`config.mk`:
```
export PLATFORM = sky130hd
export DESIGN_NAME = muldiv_ctrl
export DESIGN_NICKNAME = d
export VERILOG_FILES = /design/src/rtl/muldiv_ctrl.sv
export SDC_FILE = /design/constraint.sdc
export NUM_CORES = 1
export LEC_CHECK = 0
export BUFFER_PORTS_ARGS = -buffer_cell sky130_fd_sc_hd__buf_2
export CAP_MARGIN = 20
export CELL_PAD_IN_SITES_DETAIL_PLACEMENT = 0
export CELL_PAD_IN_SITES_GLOBAL_PLACEMENT = 1
export CORE_MARGIN = 4
export CORE_UTILIZATION = 31
export CTS_BUF_LIST = sky130_fd_sc_hd__clkbuf_16
export CTS_CLUSTER_DIAMETER = 100
export DETAILED_ROUTE_END_ITERATION = 7
export PLACE_DENSITY = 0.78
export SYNTH_ARGS = -nofsm -noshare
export SYNTH_HDL_FRONTEND = slang
export SYNTH_SLANG_ARGS = --single-unit
```
`constraint.sdc`:
```
create_clock -name clk -period 1.87 [get_ports clk]
set_input_delay 0.4675 -clock clk [delete_from_list [all_inputs] [get_ports clk]]
set_output_delay 0.4675 -clock clk [all_outputs]
set_load 0.05 [all_outputs]
```
`src/rtl/muldiv_ctrl.sv`:
```
// Sequencing controller between EX and the iterative multiplier/divider:
// issues start pulses, stalls EX until completion, and writes {HI,LO}.
module muldiv_ctrl #(
   parameter int unsigned WATCHDOG_CYCLES = 64
) (
   input  logic        clk,
   input  logic        rst,
   input  logic        op_valid_E,
   input  logic [1:0]  op_E,
   input  logic [31:0] src_a,
   input  logic [31:0] src_b,
   input  logic        flush_E,
   input  logic        stall_M,
   output logic        mult_start,
   output logic        div_start,
   output logic        unit_signed,
   output logic [31:0] unit_a,
   output logic [31:0] unit_b,
   output logic        unit_cancel,
   input  logic        mult_done,
   input  logic        div_done,
   input  logic [63:0] mult_result,
   input  logic [63:0] div_result,
   output logic        stall_E,
   output logic        hilo_we,
   output logic [63:0] hilo_wdata,
   output logic        busy,
   output logic        err
);

   localparam int unsigned CW = $clog2(WATCHDOG_CYCLES + 1);

   typedef enum logic [1:0] {S_IDLE, S_MBUSY, S_DBUSY, S_DONE} state_t;

   state_t        r_state, w_state_nx;
   logic [CW-1:0] r_wdog;
   logic          r_zero, r_mstart, r_dstart, r_signed, r_cancel, r_err;
   logic [31:0]   r_a, r_b;
   logic [63:0]   r_wdata;

   logic w_load, w_mstart, w_dstart, w_cancel, w_err, w_abort, w_capture;
   logic w_unit_done, w_wdog_last, w_stall, w_we;

   assign w_wdog_last = (r_wdog == CW'(WATCHDOG_CYCLES - 1));
   assign w_unit_done = (r_state == S_MBUSY) ? mult_done : div_done;

   always_comb begin
      w_state_nx = r_state;
      w_load     = 1'b0;
      w_mstart   = 1'b0;
      w_dstart   = 1'b0;
      w_cancel   = 1'b0;
      w_err      = 1'b0;
      w_abort    = 1'b0;
      w_capture  = 1'b0;
      w_stall    = 1'b0;
      w_we       = 1'b0;
      case (r_state)
         S_IDLE: begin
            if (op_valid_E && !flush_E) begin
               w_stall = 1'b1;
               w_load  = 1'b1;
               if (op_E[1] && (src_b == '0)) begin
                  w_state_nx = S_DONE;
               end else if (op_E[1]) begin
                  w_state_nx = S_DBUSY;
                  w_dstart   = 1'b1;
               end else begin
                  w_state_nx = S_MBUSY;
                  w_mstart   = 1'b1;
               end
            end
         end
         S_MBUSY, S_DBUSY: begin
            // Flush beats a same-cycle done; done beats the watchdog.
            w_stall = ~flush_E;
            if (flush_E) begin
               w_state_nx = S_IDLE;
               w_cancel   = 1'b1;
            end else if (w_unit_done) begin
               w_state_nx = S_DONE;
               w_capture  = 1'b1;
            end else if (w_wdog_last) begin
               w_state_nx = S_DONE;
               w_cancel   = 1'b1;
               w_err      = 1'b1;
               w_abort    = 1'b1;
            end
         end
         S_DONE: begin
            w_stall = stall_M;
            w_we    = ~r_zero & ~stall_M & ~flush_E;
            if (flush_E || !stall_M) w_state_nx = S_IDLE;
         end
         default: w_state_nx = S_IDLE;
      endcase
   end

   always_ff @(posedge clk) begin
      if (rst) begin
         r_state  <= S_IDLE;
         r_wdog   <= '0;
         r_zero   <= 1'b0;
         r_mstart <= 1'b0;
         r_dstart <= 1'b0;
         r_signed <= 1'b0;
         r_cancel <= 1'b0;
         r_err    <= 1'b0;
         r_a      <= '0;
         r_b      <= '0;
         r_wdata  <= '0;
      end else begin
         r_state  <= w_state_nx;
         r_mstart <= w_mstart;
         r_dstart <= w_dstart;
         r_cancel <= w_cancel;
         r_err    <= w_err;
         if (w_load) begin
            r_a      <= src_a;
            r_b      <= src_b;
            r_signed <= ~op_E[0];
            r_zero   <= op_E[1] & (src_b == '0);
            r_wdog   <= '0;
         end else if ((r_state == S_MBUSY) || (r_state == S_DBUSY)) begin
            r_wdog <= r_wdog + CW'(1);
         end
         if (w_abort) r_zero <= 1'b1;
         if (w_capture) r_wdata <= (r_state == S_MBUSY) ? mult_result : div_result;
      end
   end

   assign mult_start  = r_mstart;
   assign div_start   = r_dstart;
   assign unit_signed = r_signed;
   assign unit_a      = r_a;
   assign unit_b      = r_b;
   assign unit_cancel = r_cancel;
   assign err         = r_err;
   assign hilo_wdata  = r_wdata;
   assign stall_E     = w_stall;
   assign hilo_we     = w_we;
   assign busy        = (r_state != S_IDLE);

endmodule
```
==> out/metrics.yaml, run 1 <==
status:
  outcome: "finished, violations left"
  violations: "negative setup slack"
timing:
  setup_tns_ns: -0.3793
  relSlewSlack_pct: 66.08
  worst_slack_ns: -0.07557
  final-hold-violation-count: 0
  final.setup_skew_ns: 0.007171
  fmaxAchievable_mhz: 514.0
  fin_crit_sh_pct: 104.0
  drv_slew: 0
  setup_viol: 19
  tightest_slew_ns: 0.5041
  period_needed_ns: 1.946
  rsz0062_at_grt: "true"
layout:
  fin_area_sq_um: 9092
  nets: 1210
  postLayoutCoreUtil_pct: 48.61
  stdcell_count: 1252
  areaGrowthSynthToFinish_pct: 54.06
  drive_gt1_share_pct: 47.10
worst_setup_path:
  rr_startpoint: "r_state[1]"
  r2r_slack_ns: -0.05
  critPathKind: "flop to output pin"
  required_ns: 1.40
  r2r_end: "hilo_wdata[28]"
  crit_arrival_ns: 1.48
  critPathMaxFanout: 3
  cp-end-kind: "output pin"
  cp-endpoint: "stall_E"
  startpoint_type: "flop"
  cp-startpoint: "r_state[1]"
  rr_worst_depth: 10
route:
  drt_iter0_drc: 161
  via_per_inst: 4.762
  postRouteAntennaNets: 0
  dr.pass1.iters: 4
  drt-total-wl_um: 21010
  route.detailed.drc: 0
  avgRoutedWirePerCell_um: 16.78
  via_count: 5962
synthesis:
  synth_cell_type_count: 34
  synth_area_sq_um: 5902
  netlist_instances: 656
  synth_edf_count: 0
  yosys_warnings: 0
  synthesis.nets: 862
  ys_ff_latch: 143
  synth_area_per_cell_sq_um: 8.997
  async_flop_share_pct: 0
  synth_seq_area_share_pct: 48.51
  synth-main-ff-cell: "dfxtp_1"
grt:
  grt_pass1_wl_um: 30420
  antenna_found_initial: 2
  grt_max_degree: 78
  grtUsageTotal_pct: 17.84
  grt_overflow: 0
  globalRouteMet3Util_pct: 7.287
  grt.busiest_layer: "met2"
  met1_usage_pct: 21.76
  use_met2_pct: 29.05
  first_global_vias: 5661
pwr:
  power_frac_seq_pct: 28.6
  p_sw_mw: 5.514
  p_leak_nw: 3.967
  power_frac_comb_pct: 46.1
  total_power_mw: 13.27
  peakVddDrop_mv: 0.5524
  internal_power_mw: 7.756
  clkPwrFrac_pct: 25.4
  switching_share_pct: 41.55
  powerDensity_nw_per_um2: 1459
floorplan:
  die-height_um: 146.0
  pin_count: 337
  rows: 50
  dieArea_sq_um: 21310
  die_w_um: 146.0
  fp.coreArea_sq_um: 18710
  start_util_pct: 31.55
placement:
  port_buffers: 336
  dp_hpwl_um: 14980
  place_congestion: 0.7875
  place_area_sq_um: 7934
  place_inst: 1198
run:
  drv_cap: 0
clock_tree:
  clk_pin_slew_ns: 0.06
  cts_tree: "built"
  clockBufferDepth: 2
  numCtsBuffers: 17
  htreeDepth: 4
  cts.sinks: 143
  cts_root_buf: "clkbuf_16"
  insertion_delay_ns: 0.40
hold_path:
  hold_path_class: "primary input to flop"
## per-layer routing
layer | routed length (um) | vias up
li1 | - | 2970
met2 | 9951 | 247
met4 | 371 | 2
met3 | 1959 | 24
met1 | 8709 | 2719
met5 | 13 | -
## cell usage in the layout, fill, tap and decap left out, drive strengths merged, types with 2 or more instances in the layout
cell,n
nand3,2
a21oi,69
bufinv,2
nand4,3
or3,2
a211oi,65
nor2,73
nor4,8
nand2,137
ha,5
clkinv,5
xor2,3
nor2b,2
inv,8
dfxtp,143
o21ai,5
clkbuf,25
buf,373
mux2i,67
and4,2
clkinvlp,4
o22ai,2
## what timing repair did
item	CTS	global route
pin swaps	2	27
setup endpoints to repair	3	47
hold buffers	0	0
buffers inserted	2	9
resized for setup	17	41
gates cloned	0	10
## through the flow
step	setup slack (ns)	hold WS, ns
finish	-0.07557	0.2291
global route	-0.1362	0.2243
CTS	-0.09918	0.2025
detailed placement	-0.2376	0.4430
global placement	-0.1774	0.4379
floorplan	0.09619	0.4530
## registers in the layout, indices dropped and copies added (netlist names)
| register | cells |
|---|---|
| r_wdog | 7 |
| err | 1 |
| r_state | 2 |
| mult_start | 1 |
| r_zero | 1 |
| unit_cancel | 1 |
| hilo_wdata | 64 |
| unit_a | 32 |
| unit_signed | 1 |
| unit_b | 32 |
| div_start | 1 |
## cells in the mapped netlist, drive strengths merged (3+ instances only)
master  count  share of area [%]
dfxtp     143                 49
nand2     137                8.7
nor2       73                4.6
a21oi      69                5.9
mux2i      67                 11
a211oi     65                 10
buf        35                3.8
clkbuf     17                1.1
nor4        8               0.85
ha          5                1.1
o21ai       5               0.42
inv         4               0.25
nand4       3               0.32
xor2        3               0.45
## power by group through the flow
| stage | combinational (mW) | sequential [mW] | clock, mW |
|---|---|---|---|
| final | 6.11 | 3.79 | 3.37 |
| after global routing | 6.49 | 3.85 | 3.58 |
| after CTS | 5.43 | 3.78 | 3.47 |
| after detailed placement | 5.25 | 3.84 | 0 |
| after global placement | 5.23 | 3.82 | 0 |
| after floorplan | 2.29 | 5.43 | 0 |
## how the worst min path moves through the flow
stage,cells past startpoint,startpoint,to
finish,2,op_E[0],unit_signed
global placement,2,unit_a[19],unit_a[19]
floorplan,2,r_wdog[6],r_wdog[6]
detailed placement,2,unit_a[12],unit_a[12]
CTS,2,op_E[0],unit_signed
global route,2,op_E[0],unit_signed
## critical path: stages (launching register included)
cell,delay [ns]
dfxtp_2,0.35
inv_4,0.05
ha_4,0.17
mux2i_4,0.18
o22ai_4,0.15
buf_6,0.18
## kinds of logic after synthesis
| group | share of synthesized area [%] |
|---|---|
| AO/OA/AOI/OAI | 17.17 |
| XOR/XNOR | 0.5937 |
| adder cells (fa/ha/maj) | 1.060 |
| buffers and inverters | 5.173 |
| flip-flops | 48.51 |
| multiplexers | 11.36 |
| AND/OR/NAND/NOR | 16.13 |
## layout make-up
type                       count  area (sq um)
tap                          234         292.8
clock inverter                15         158.9
timing repair buffer         381          2349
antenna                        1         2.502
inverter                       4         17.52
sequential                   143          2865
clock buffer                  17         425.4
multi-input combinational    457          2982
fill                        1814          9613
Note: power is estimated with default switching activity, not from simulation.
==> run 2: changes to the inputs <==
- CORE_UTILIZATION: 31 -> 33
- PLACE_DENSITY: 0.78 -> 0.83
- SLEW_MARGIN: not set -> 20
- clock period: 1.87 -> 2.46 ns (I/O delays scaled with it)
==> run 2 against run 1 <==
Net effect: the flow now finishes without violations; register-to-register slack gained 0.49 ns; clock skew rose by 0.0048 ns; count of clock-buffer cells in the layout unchanged; clock power down 17%; global-route usage is 0.72 points higher; critical path type unchanged; critical endpoint unchanged; largest power group unchanged.
==> out/metrics.yaml, run 2 (synthesized netlist as in run 1, its figures left out) <==
timing:
  setup_tns_ns: 0
  tightest_slew_ns: 0.4947
  period_needed_ns: 2.282
  final.setup_skew_ns: 0.01196
  fmaxAchievable_mhz: 438.1
  final-hold-violation-count: 0
  relSlewSlack_pct: 66.08
  drv_slew: 0
  setup_viol: 0
  worst_slack_ns: 0.1776
  fin_crit_sh_pct: 92.78
  rsz0062_at_grt: "false"
run:
  drv_cap: 0
floorplan:
  fp.coreArea_sq_um: 17420
  die-height_um: 141.7
  pin_count: 337
  rows: 48
  start_util_pct: 33.89
  die_w_um: 141.7
  dieArea_sq_um: 20090
layout:
  postLayoutCoreUtil_pct: 48.66
  final_common_cell: "buf_2"
  nets: 1179
  regArea_sq_um: 2864
  multi_input_area_sq_um: 2776
  largest_reg_flops: 64
  areaGrowthSynthToFinish_pct: 43.59
  nFillCells: 1722
  final_cell_mix: "334 x buf_2, 142 x dfxtp_1, 136 x nand2_1"
  drive_gt1_share_pct: 41.18
clock_tree:
  cts_root_buf: "clkbuf_16"
  numCtsBuffers: 17
  clockBufferDepth: 2
  postCtsSetupRepairBufs: 0
  cts.sinks: 143
  ctsHoldBuffers: 0
  clk_pin_slew_ns: 0.06
  cts_tree: "built"
  insertion_delay_ns: 0.41
  htreeDepth: 4
grt:
  met1_usage_pct: 21.42
  grt_overflow: 0
  grt_max_degree: 76
  grt_pass1_wl_um: 29480
  first_global_vias: 5619
  globalRouteMet3Util_pct: 7.449
  grt.busiest_layer: "met2"
  use_met2_pct: 31.73
  antenna_found_initial: 2
  grtUsageTotal_pct: 18.56
route:
  avgRoutedWirePerCell_um: 15.94
  via_count: 5677
  drt_iter0_drc: 198
  drt-total-wl_um: 19330
  via_per_inst: 4.684
  postRouteAntennaNets: 0
  route.detailed.drc: 0
  dr.pass1.iters: 4
placement:
  place_congestion: 0.7918
  dp_hpwl_um: 14780
  port_buffers: 336
  dp_slack_ns: 0.2529
worst_setup_path:
  cp_slowest_cell: "dfxtp_1"
  r2r_end: "hilo_wdata[29]"
  r2r_slack_ns: 0.44
  critPathKind: "flop to output pin"
  path_cells: "inv_1, ha_1, mux2i_1, o22ai_1, buf_4"
  rr_startpoint: "r_state[0]"
  startpoint_type: "flop"
  rr_worst_depth: 7
  crit_arrival_ns: 1.67
  cp_slowest_stage_delay_ns: 0.31
  critPathMaxFanout: 5
  cp-end-kind: "output pin"
  cp-startpoint: "r_state[1]"
  required_ns: 1.85
pwr:
  p_leak_nw: 3.744
  total_power_mw: 9.561
  peakVddDrop_mv: 0.4671
  powerDensity_nw_per_um2: 1128
hold_path:
  min_from: "op_E[0]"
  min_path_cells: 2
  min_delay_worst_endpoint: "unit_signed"
  hold_path_class: "primary input to flop"
status:
  outcome: "finished, final reports clean"
-- run 2: changes by cell type in the layout (fill, tap and decap cells not counted), sizes merged --
cell      change
clkinvlp      -3
bufinv        +3
clkbuf        -8
buf          -23
-- run 2: cell type report --
type	count	area share [%]
timing repair buffer	350	22.32
antenna	1	0.02953
sequential	143	33.80
clock inverter	15	2.569
tap	225	3.322
inverter	4	0.1772
multi-input combinational	457	32.76
clock buffer	17	5.020
-- run 2: metrics by stage --
stage	hold slack [ns]	std cells	cell area, sq um
final	0.3858	1212	8474
after CTS	0.3559	1211	8471
after detailed placement	0.4445	1179	7812
after global routing	0.3717	1212	8474
after floorplan	0.4530	656	5908
after global placement	0.4376	1179	7812
-- run 2: repair_timing --
item                       in CTS  in global routing
cloned                          0                  0
resized for setup               3                  1
setup endpoints to repair       1                  1
-- run 2: worst max-delay path: cells and delay by family, from the launching register on --
family / cells / cell delay, ns
multiplexers: 1 / 0.22
adder cells (fa/ha/maj): 1 / 0.29
AO/OA/AOI/OAI: 1 / 0.09
flip-flops: 1 / 0.31
buffers and inverters: 2 / 0.36
-- run 2: how the worst max path moves through the flow --
stage,depth (start not counted),endpoint
after global routing,5,stall_E
after global placement,5,stall_E
after detailed placement,7,hilo_wdata[16]
final,5,stall_E
after CTS,5,stall_E
after floorplan,5,stall_E
-- run 2: where the power goes --
part	switching (mW)	leakage, nW	internal, mW
clock network	1.01	0.318	1.80
registers	0.184	1.16	2.70
logic	2.66	2.26	1.22
-- run 2: routing by layer --
layer  share of wire (%)  wire, um
met5               0.067        13
met1                  40      7807
met2                  49      9425
met3                 9.7      1873
met4                 1.1       204
